## config.mk

```make
export PLATFORM = sky130hd
export DESIGN_NAME = vga_timing_gen
export DESIGN_NICKNAME = d
export VERILOG_FILES = /design/src/rtl/vga_timing_pkg.sv /design/src/rtl/sync_delay.sv /design/src/rtl/vga_timing_gen.sv
export SDC_FILE = /design/constraint.sdc
export NUM_CORES = 1
export LEC_CHECK = 0
export CAP_MARGIN = 0
export CORE_ASPECT_RATIO = 0.8
export CORE_MARGIN = 3
export CORE_UTILIZATION = 43
export CTS_CLUSTER_SIZE = 16
export DETAILED_ROUTE_END_ITERATION = 12
export GPL_TIMING_DRIVEN = 0
export PLACE_DENSITY = 0.65
export SLEW_MARGIN = 20
export SYNTH_ARGS = -nofsm -noshare
export SYNTH_HDL_FRONTEND = slang
export SYNTH_SLANG_ARGS = --single-unit
```

## constraint.sdc

```tcl
create_clock -name vga_clk -period 5.5 [get_ports vga_clk]
set_input_delay 1.1 -clock vga_clk [delete_from_list [all_inputs] [get_ports vga_clk]]
set_output_delay 1.1 -clock vga_clk [all_outputs]
set_load 0.05 [all_outputs]
```

## src/rtl/vga_timing_pkg.sv

```systemverilog
// Shared 640x480@60 Hz raster constants and small helpers for the VGA timing generator.
`timescale 1ns/1ps
package vga_timing_pkg;

  localparam int DEF_H_VISIBLE = 640;
  localparam int DEF_H_FRONT   = 16;
  localparam int DEF_H_SYNC    = 96;
  localparam int DEF_H_BACK    = 48;
  localparam int DEF_V_VISIBLE = 480;
  localparam int DEF_V_FRONT   = 10;
  localparam int DEF_V_SYNC    = 2;
  localparam int DEF_V_BACK    = 33;

  localparam int DEF_H_TOTAL = DEF_H_VISIBLE + DEF_H_FRONT + DEF_H_SYNC + DEF_H_BACK;
  localparam int DEF_V_TOTAL = DEF_V_VISIBLE + DEF_V_FRONT + DEF_V_SYNC + DEF_V_BACK;

  // Counters are 10 bits wide, so neither total may exceed this.
  localparam int MAX_TOTAL = 1024;
  localparam int MAX_DELAY = 7;

  localparam logic BLANK_INACTIVE = 1'b0;
  localparam logic SYNC_INACTIVE  = 1'b1;

  function automatic logic in_window(logic [9:0] v, int lo, int hi);
    return (int'(v) >= lo) && (int'(v) < hi);
  endfunction

endpackage

```

## src/rtl/sync_delay.sv

```systemverilog
// Fixed-depth shift register that flushes to an inactive level on reset; depth 0 is a gated wire.
`timescale 1ns/1ps
module sync_delay #(
  parameter int               WIDTH     = 1,
  parameter int               DEPTH     = 1,
  parameter logic [WIDTH-1:0] RESET_VAL = '0
) (
  input  logic             i_clk,
  input  logic             i_rst,
  input  logic [WIDTH-1:0] i_d,
  output logic [WIDTH-1:0] o_q
);

  if (DEPTH == 0) begin : g_pass
    logic w_unused_clk;
    assign w_unused_clk = i_clk;
    // Still forced inactive while reset is held so the output never glitches active.
    assign o_q = i_rst ? RESET_VAL : i_d;
  end else begin : g_pipe
    logic [WIDTH-1:0] r_stage [DEPTH];

    always_ff @(posedge i_clk or posedge i_rst) begin
      if (i_rst) begin
        for (int i = 0; i < DEPTH; i++) r_stage[i] <= RESET_VAL;
      end else begin
        r_stage[0] <= i_d;
        for (int i = 1; i < DEPTH; i++) r_stage[i] <= r_stage[i-1];
      end
    end

    assign o_q = r_stage[DEPTH-1];
  end

endmodule

```

## src/rtl/vga_timing_gen.sv

```systemverilog
// Free-running VGA raster counters with delayed blank/sync aligned to the renderer pipeline.
`timescale 1ns/1ps
module vga_timing_gen
  import vga_timing_pkg::*;
#(
  parameter int H_VISIBLE   = DEF_H_VISIBLE,
  parameter int H_FRONT     = DEF_H_FRONT,
  parameter int H_SYNC      = DEF_H_SYNC,
  parameter int H_BACK      = DEF_H_BACK,
  parameter int V_VISIBLE   = DEF_V_VISIBLE,
  parameter int V_FRONT     = DEF_V_FRONT,
  parameter int V_SYNC      = DEF_V_SYNC,
  parameter int V_BACK      = DEF_V_BACK,
  parameter int BLANK_DELAY = 1,
  parameter int SYNC_DELAY  = 2
) (
  input  logic       vga_clk,
  input  logic       reset,
  output logic [9:0] DrawX,
  output logic [9:0] DrawY,
  output logic       blank,
  output logic       hs,
  output logic       vs,
  output logic       frame_start,
  output logic [7:0] frame_count
);

  localparam int H_TOTAL  = H_VISIBLE + H_FRONT + H_SYNC + H_BACK;
  localparam int V_TOTAL  = V_VISIBLE + V_FRONT + V_SYNC + V_BACK;
  localparam int HS_START = H_VISIBLE + H_FRONT;
  localparam int HS_END   = HS_START + H_SYNC;
  localparam int VS_START = V_VISIBLE + V_FRONT;
  localparam int VS_END   = VS_START + V_SYNC;

  if (H_TOTAL > MAX_TOTAL || V_TOTAL > MAX_TOTAL) begin : g_bad_total
    $error("vga_timing_gen: H_TOTAL/V_TOTAL exceed 10-bit counter range");
  end
  if (BLANK_DELAY < 0 || BLANK_DELAY > MAX_DELAY || SYNC_DELAY < 0 || SYNC_DELAY > MAX_DELAY) begin : g_bad_delay
    $error("vga_timing_gen: BLANK_DELAY/SYNC_DELAY must be 0..7");
  end

  logic [9:0] r_hc;
  logic [9:0] r_vc;
  logic [7:0] r_frame_count;
  logic       w_h_end;
  logic       w_v_end;
  logic       w_active_raw;
  logic [1:0] w_sync_raw;
  logic [1:0] w_sync_dly;

  assign w_h_end = (r_hc == 10'(H_TOTAL - 1));
  assign w_v_end = (r_vc == 10'(V_TOTAL - 1));

  always_ff @(posedge vga_clk or posedge reset) begin
    if (reset) begin
      r_hc          <= '0;
      r_vc          <= '0;
      r_frame_count <= '0;
    end else if (w_h_end) begin
      r_hc <= '0;
      if (w_v_end) begin
        r_vc          <= '0;
        r_frame_count <= r_frame_count + 8'd1;
      end else begin
        r_vc <= r_vc + 10'd1;
      end
    end else begin
      r_hc <= r_hc + 10'd1;
    end
  end

  assign w_active_raw = (int'(r_hc) < H_VISIBLE) && (int'(r_vc) < V_VISIBLE);
  assign w_sync_raw   = {~in_window(r_hc, HS_START, HS_END), ~in_window(r_vc, VS_START, VS_END)};

  sync_delay #(
    .WIDTH     (2),
    .DEPTH     (SYNC_DELAY),
    .RESET_VAL ({SYNC_INACTIVE, SYNC_INACTIVE})
  ) u_sync_dly (
    .i_clk (vga_clk),
    .i_rst (reset),
    .i_d   (w_sync_raw),
    .o_q   (w_sync_dly)
  );

  sync_delay #(
    .WIDTH     (1),
    .DEPTH     (BLANK_DELAY),
    .RESET_VAL (BLANK_INACTIVE)
  ) u_blank_dly (
    .i_clk (vga_clk),
    .i_rst (reset),
    .i_d   (w_active_raw),
    .o_q   (blank)
  );

  assign hs = w_sync_dly[1];
  assign vs = w_sync_dly[0];

  assign DrawX       = r_hc;
  assign DrawY       = r_vc;
  assign frame_count = r_frame_count;
  // Gated by reset so the (0,0) counters held in reset do not look like a frame start.
  assign frame_start = ~reset && (r_hc == '0) && (r_vc == '0);

endmodule

```

# After elaboration in Yosys (flattened, before gate mapping)
# Cells that the tools add are included.
dict set report op_classes {
  muxes 2
  add_sub_neg 3
  n_lt_le_gt_ge 6
  reduce_logical 8
  bitwise 3
  eq_ne 2
}
# operator count
set op_table {}
lappend op_table {{10-bit by 1-bit adder with 10-bit output (second input constant)} 2}
lappend op_table {{10-bit equality test (second input constant)} 2}
lappend op_table {{10-bit zero test} 2}
lappend op_table {{10-bit less-than comparator (second input constant)} 2}
lappend op_table {{10-bit by 9-bit less-than comparator with 1-bit output (second input constant)} 2}
lappend op_table {{10-bit two-way mux} 2}
lappend op_table {{10-bit >= comparator (second input constant)} 1}
lappend op_table {{10-bit by 9-bit >= comparator with 1-bit output (second input constant)} 1}
lappend op_table {{8-bit by 1-bit adder with 8-bit output (second input constant)} 1}
lappend op_table {{1-bit logical AND} 5}
lappend op_table {{1-bit NOT} 3}
lappend op_table {{2-bit AND reduction} 1}
dict set report totals {
  in_bits 2
  out_inout_bits 32
  register_bits 33
  wordCells 30
}

# Longest topological paths before layout
# Gate-level depths: netlist (run 1).
dict set report logic_depth {
  word_depth 3
  ltp_mapped 6
  ltp_nobuf 5
}

# By module
# A second synthesis (run 1) with hierarchy kept.
dict set report unflattened {
  hier_cells 156
  area_unflattened_um2 1646.6
}
# mod cells_each instances area_per_inst_um2 seq_area_each_um2
set modules_own_cells {}
lappend modules_own_cells {vga_timing_gen 147 1 1493.9 700.7}
lappend modules_own_cells {{sync_delay (u_sync_dly)} 7 1 123.9 105.1}
lappend modules_own_cells {{sync_delay (u_blank_dly)} 2 1 28.8 25.0}

# Least setup slack after synthesis (run 1)
# OpenSTA, ideal clock, no wires.
dict set report synth_timing {
  path_type {input to output}
  start {input port reset}
  end {output port frame_start}
  cell_stages 3
  arrival_ps 1981
  required_time_ps 4400
  n_path_buf 0
  slack_ps 2419
  path_cell_list {nor3_1 -> nand4_1 -> nor2_1}
}
dict set report synth_between {
  elab_chain_len 3
}
# element line_no
set synth_rtl {}
lappend synth_rtl {{from (decl)} vga_timing_gen.sv:18} ;# input logic reset,
lappend synth_rtl {{1-bit NOT} vga_timing_gen.sv:104} ;# assign frame_start = ~reset && (r_hc == '0) && (r_vc == '0);
lappend synth_rtl {{1-bit logical AND (2 in a row)} vga_timing_gen.sv:104}
lappend synth_rtl {{to (decl)} vga_timing_gen.sv:24} ;# output logic frame_start,
# No other way between the ends.

# Worst setup path after layout (run 1)
# Ends and elaborated chain as after synthesis.

==> impl_metrics.py, run 1 <==
metrics = {
    "layout": {
        "nNetsFinal": 196,
        "drive_above_1_share_pct": 9.47,
        "area_delta_synth_final_pct": 29.5,
        "fillers": 310,
        "num_antenna_cells": 0,
    },
    "die": {
        "coreArea_um2": 3520,
        "io_pins": 34,
        "die_h_um": 60.8,
        "initial_core_util_pct": 45.9,
        "die_w_um": 74.5,
        "dieArea_um2": 4530,
        "fp-row-count": 19,
    },
    "power_and_ir_drop": {
        "peakVddDrop_mv": 0.123,
        "pwr-share-comb_pct": 1.2,
        "powerDensity_nw_per_um2": 207,
        "intPower_mw": 0.345,
        "switching_share_pct": 20.4,
        "power_switching_mw": 0.0882,
        "seqPwrFrac_pct": 56.0,
        "clockPowerShare_pct": 42.7,
        "p_leak_nw": 0.901,
    },
    "clock_network": {
        "numCtsBuffers": 5,
        "cts_root_buf": "clkbuf_8",
        "post_cts_buffers": 0,
        "cts.sinks": 33,
        "post_cts_resized": 0,
        "ctsLongestPathBuffers": 2,
        "hold_buffers": 0,
        "clk_latency_ns": 0.28,
        "htreeDepth": 2,
        "clkTransAtPathRegs_ns": 0.07,
        "cts_tree": "done",
    },
    "sta": {
        "setup_tns_ns": 0,
        "fin_crit_sh_pct": 69.6,
        "min_period_ns": 3.83,
        "finalSetupViolCount": 0,
        "fin_skew_ns": 0.00336,
        "tightest_slew_ns": 0.994,
        "max_freq_mhz": 261,
        "drv_slew": 0,
        "maxSlewHeadroom_pct": 33.1,
        "rsz0062_at_grt": "no",
        "holdWs_ns": 0.357,
        "hold_viol": 0,
    },
    "detailed_routing": {
        "num_vias": 1259,
        "wl_per_cell_um": 15.3,
        "drc": 0,
        "drt_wl_total_um": 3550,
        "viasPerCell": 5.43,
        "first_iter_violations": 73,
        "ant_nets": 0,
        "dr.pass1.iters": 4,
    },
    "outcome": {
        "outcome": "complete, no violations",
    },
    "critical_path": {
        "start_kind": "input pin",
        "cp_data_arrival_time_ns": 2.73,
        "worstPathMaxFanout": 2,
        "critical_path_class": "input pin to output pin",
        "rr_startpoint": "DrawX[5]",
        "crit-reg2reg-capture": "DrawY[4]",
        "reg2reg_depth": 5,
        "cp.required_ns": 4.40,
        "reg2reg_slack_ns": 2.93,
        "crit_path_end_kind": "output pin",
    },
    "placed_design": {
        "gp_congestion": 0.811,
        "port_buffers": 33,
        "hpwl_um": 2660,
    },
    "grt": {
        "grt_pass1_wl_um": 6020,
        "grt_max_degree": 34,
        "grt_overflow": 0,
        "grt_pass1_vias": 1257,
        "grt_usage_pct": 17.8,
        "antenna_found_initial": 0,
    },
    "synth": {
        "yosysUniqueCellTypes": 36,
        "syn_inst": 149,
        "ys_ff_latch": 33,
        "syn_avg_cell_area_um2": 10.8,
        "synth_seq_area_share_pct": 51.5,
        "syn_area_um2": 1610,
        "synth_nets": 156,
        "ys.warnings.count": 0,
    },
    "hold_path": {
        "holdCritStartpoint": "u_sync_dly.g_pipe.r_stage[3]",
        "holdPathStages": 0,
        "hold_end": "u_sync_dly.o_q[1]",
        "holdCritPathClass": "flop to flop",
    },
    "flow_run": {
        "max-cap-violations": 0,
    },
}
registers in the layout (all words and copies together) (netlist names):
name	count
u_sync_dly.g_pipe.r_stage	2
u_blank_dly.o_q	1
frame_count	8
DrawX	10
DrawY	10
u_sync_dly.o_q	2
Yosys cell counts:
library cell	number	area [um^2]
dfrtp_1	29	726
nor2_1	12	45.0
nand3_1	11	55.1
xnor2_1	11	96.3
inv_1	9	33.8
nand4_1	9	56.3
xor2_1	8	70.1
nand2_1	6	22.5
ha_1	5	62.6
nor3_1	5	25.0
nor4_1	5	31.3
o21ai_0	5	25.0
dfstp_2	4	105
or3_1	3	18.8
a21oi_1	2	10.0
and2_1	2	12.5
and3_1	2	12.5
nor4_4	2	42.5
o21a_1	2	15.0
a31oi_1	1	6.26
and4_1	1	8.76
and4b_1	1	10.0
buf_2	1	5.00
buf_6	1	11.3
mux2_1	1	11.3
mux2i_1	1	10.0
nand3b_1	1	7.51
nand4b_1	1	8.76
nor2_4	1	11.3
nor2b_1	1	6.26
nor4b_1	1	8.76
o22ai_1	1	6.26
o2bb2ai_1	1	8.76
o31ai_1	1	7.51
or4_4	1	11.3
or4b_1	1	10.0
how the worst max path moves through the flow:
stage,from,end,slack [ns],cells after the start
floorplan,reset,frame_start,2.42,3
global placement,reset,frame_start,1.69,5
detailed placement,reset,frame_start,1.66,5
CTS,reset,frame_start,1.66,5
global route,reset,frame_start,1.59,5
finish,reset,frame_start,1.67,5
through the flow:
| step | instances | instance area [um^2] | worst slack (ns) | util, % | total power [mW] |
|---|---|---|---|---|---|
| 2_1_floorplan | 149 | 1610 | 2.42 | - | 0.251 |
| 3_3_place_gp | 224 | 2000 | 1.69 | 56.8 | 0.253 |
| 3_5_place_dp | 224 | 2000 | 1.66 | 56.8 | 0.253 |
| 4_1_cts | 232 | 2090 | 1.66 | 59.4 | 0.438 |
| 5_1_grt | 232 | 2090 | 1.59 | 59.4 | 0.450 |
| 6_report | 232 | 2090 | 1.67 | 59.4 | 0.433 |
layout by cell type (no fill, tap or decap), drive strengths merged, types with 5 or more instances in the layout:
cell type | netlist | final
clkbuf | 0 | 7
clkdlybuf4s50 | 0 | 33
dfrtp | 29 | 29
ha | 5 | 5
inv | 9 | 9
nand2 | 6 | 6
nand3 | 11 | 11
nand4 | 9 | 9
nor2 | 13 | 13
nor3 | 5 | 5
nor4 | 7 | 7
o21ai | 5 | 5
xnor2 | 11 | 11
xor2 | 8 | 8
cells by family (layout without fill, tap and decap cells):
logic type      after synthesis  count (layout)  synth area share [%]
flops                        33              33                  51.5
simple gates                 66              66                  25.0
buf+inv                      11              52                  3.10
xor+xnor                     19              19                  10.3
compound gates               13              13                  4.88
mux                           2               2                  1.32
fa+ha+maj                     5               5                  3.88
worst max-delay path, stage by stage:
cell and delay, ns:
clkdlybuf4s50_1 0.44, nor3_1 0.16, nand4_1 0.12, nor2_1 0.11
clkdlybuf4s50_1 0.81
power by group through the flow:
| stage | logic (mW) | clock network [mW] | registers [mW] |
|---|---|---|---|
| floorplan | 0.00356 | 0 | 0.247 |
| global placement | 0.00564 | 0 | 0.247 |
| detailed placement | 0.00582 | 0 | 0.247 |
| CTS | 0.00578 | 0.190 | 0.243 |
| global route | 0.00652 | 0.201 | 0.243 |
| finish | 0.00541 | 0.185 | 0.243 |
final cells by class:
type / count / area, um^2 / area share (%)
Multi-Input combinational cell: 105 / 733 / 35.1
Clock buffer: 7 / 86.3 / 4.13
Clock inverter: 1 / 7.51 / 0.359
Tap cell: 42 / 52.6 / 2.51
Buffer: 2 / 16.3 / 0.778
Timing Repair Buffer: 33 / 330 / 15.8
Inverter: 9 / 33.8 / 1.62
Sequential cell: 33 / 831 / 39.7
per-layer routing:
layer	track usage (%)	vias up	part of all wire (%)
met3	4.80	5	4.4
met2	26.4	25	46
met5	0	-	0
met4	6.09	0	0.93
li1	-	612	-
met1	25.3	617	49
(Power assumes the default switching activity.)
==> inputs of run 2 (changes only) <==
Settings changed: PLACE_DENSITY 0.65 to 0.68.
Clock period 5.5 ns to 3.35 ns, I/O delays scaled along.
==> run 2 against run 1 <==
  * Global-route usage shrank 0.29 points
  * Sequential share of layout area rose by 0.14 points
  * Combinational power grew 67%
  * Worst setup slack worse by 1.3 ns
  * Clock power up 61%
  * Design area shrank 0.36%
  * Largest power group unchanged
  * Sequential power rose by 64%
  * Flip-flop and latch count did not move
  * Critical path type is now flop to output pin
  * Clock skew rose by 0.0025 ns
  * Wire length decreased by 3.1%
  * Count of clock-buffer cells in the layout unchanged
  * First-iteration DRC count rose by 16%
==> impl_metrics.py, run 2 (same netlist as run 1, synthesis figures left out) <==
metrics = {
    "outcome": {
        "outcome": "complete, no violations",
    },
    "die": {
        "coreArea_um2": 3520,
        "dieArea_um2": 4530,
        "die_h_um": 60.8,
        "fp-row-count": 19,
        "io_pins": 34,
        "initial_core_util_pct": 45.9,
        "die_w_um": 74.5,
    },
    "critical_path": {
        "reg2reg_slack_ns": 0.88,
        "path_buf_inv": 1,
        "cp_data_arrival_time_ns": 2.30,
        "worstPathMaxFanout": 7,
        "crit_path_end_kind": "output pin",
        "start_kind": "flop",
        "crit_path_cell_trace": "nor4_1 > nand3b_1 > nor2_1 > clkdlybuf4s50_1",
        "path_delay_family": "buffers and inverters",
        "critPathMaxStageDelay_ns": 0.81,
        "cp-startpoint": "DrawY[4]",
        "crit-reg2reg-capture": "DrawY[4]",
        "rr_startpoint": "DrawX[5]",
        "setup.worst_path.end": "frame_start",
        "reg2reg_depth": 5,
        "cp.required_ns": 2.68,
        "cp.depth": 4,
        "slowest_stage": "clkdlybuf4s50_1",
        "critical_path_class": "flop to output pin",
    },
    "layout": {
        "area_delta_synth_final_pct": 29.1,
        "final_cell_area_um2": 2080,
        "nNetsFinal": 196,
        "num_antenna_cells": 0,
        "final_cell_mix": "clkdlybuf4s50_1 (33), dfrtp_1 (29), nor2_1 (12), nand3_1 (11), xnor2_1 (11)",
        "drive_above_1_share_pct": 8.99,
        "final_common_cell": "clkdlybuf4s50_1",
    },
    "clock_network": {
        "cts.sinks": 33,
        "cts_tree": "done",
        "clk_latency_ns": 0.28,
        "clkTransAtPathRegs_ns": 0.07,
        "post_cts_resized": 0,
        "ctsLongestPathBuffers": 2,
        "hold_buffers": 0,
        "cts_root_buf": "clkbuf_8",
        "numCtsBuffers": 5,
        "htreeDepth": 2,
        "post_cts_buffers": 0,
    },
    "detailed_routing": {
        "drt_wl_total_um": 3440,
        "first_iter_violations": 85,
        "viasPerCell": 5.59,
        "drc": 0,
        "dr.pass1.iters": 4,
        "wl_per_cell_um": 14.9,
        "num_vias": 1292,
        "ant_nets": 0,
    },
    "grt": {
        "antenna_found_initial": 0,
        "grt_overflow": 0,
        "grt_pass1_vias": 1270,
        "grt_usage_pct": 17.5,
        "grt_max_degree": 34,
        "grt_pass1_wl_um": 5890,
    },
    "sta": {
        "holdWs_ns": 0.355,
        "drv_slew": 0,
        "fin_ws_ns": 0.375,
        "maxSlewHeadroom_pct": 39.6,
        "hold_viol": 0,
        "fin_crit_sh_pct": 88.8,
        "finalSetupViolCount": 0,
        "setup_tns_ns": 0,
        "tightest_slew_ns": 0.898,
        "rsz0062_at_grt": "no",
        "max_freq_mhz": 336,
        "min_period_ns": 2.97,
        "fin_skew_ns": 0.00585,
    },
    "hold_path": {
        "holdCritPathClass": "flop to flop",
    },
    "placed_design": {
        "post_dp_cell_area_um2": 2000,
        "hpwl_um": 2530,
        "place_ws_ns": 0.363,
        "port_buffers": 33,
        "gp_congestion": 0.805,
    },
    "flow_run": {
        "max-cap-violations": 0,
    },
    "power_and_ir_drop": {
        "peakVddDrop_mv": 0.223,
        "powerDensity_nw_per_um2": 339,
        "p_leak_nw": 0.901,
    },
}
run 2: cell types whose count changed in the layout (fill, tap and decap cells not counted), sizes merged:
cell      previous run  this run
clkinvlp             1         0
run 2: stage by stage:
stage          util [%]  instances  power, mW
3_3_place_gp       56.8        224      0.415
4_1_cts            59.2        231      0.713
3_5_place_dp       56.8        224      0.416
2_1_floorplan         -        149      0.412
5_1_grt            59.2        231      0.731
6_report           59.2        231      0.706
run 2: worst min path at each step:
stage | start | to | slack (ns) | cells after the start
finish | u_sync_dly.g_pipe.r_stage[2] | u_sync_dly.o_q[0] | 0.36 | 0
detailed placement | u_sync_dly.g_pipe.r_stage[2] | u_sync_dly.o_q[0] | 0.35 | 0
global route | u_sync_dly.g_pipe.r_stage[3] | u_sync_dly.o_q[1] | 0.36 | 0
CTS | u_sync_dly.g_pipe.r_stage[2] | u_sync_dly.o_q[0] | 0.36 | 0
floorplan | u_sync_dly.g_pipe.r_stage[2] | u_sync_dly.o_q[0] | 0.35 | 0
global placement | u_sync_dly.g_pipe.r_stage[2] | u_sync_dly.o_q[0] | 0.35 | 0
run 2: per-layer routing:
| metal | routed length, um | vias to the layer above | track usage [%] |
|---|---|---|---|
| met3 | 188 | 7 | 5.30 |
| met4 | 54 | 0 | 7.61 |
| li1 | - | 610 | - |
| met2 | 1570 | 38 | 26.3 |
| met1 | 1630 | 637 | 23.7 |
| met5 | 0 | - | 0 |
run 2: power by group:
part	total, mW	internal, mW	switching [mW]	leakage [nW]
Sequential	0.399	0.399	0	0.428
Combinational	0.00902	0.00116	0.00785	0.429
Clock	0.298	0.163	0.135	0.0443
run 2: final cells by class:
| class | count | area, um^2 |
|---|---|---|
| fillers | 298 | 1440 |
| flip-flops and latches | 33 | 831 |
| multi-input cells | 105 | 733 |
| repair buffers | 33 | 330 |
| clock buffers | 7 | 86.3 |
| well taps | 42 | 52.6 |
| inverters | 9 | 33.8 |
| plain buffers | 2 | 16.3 |
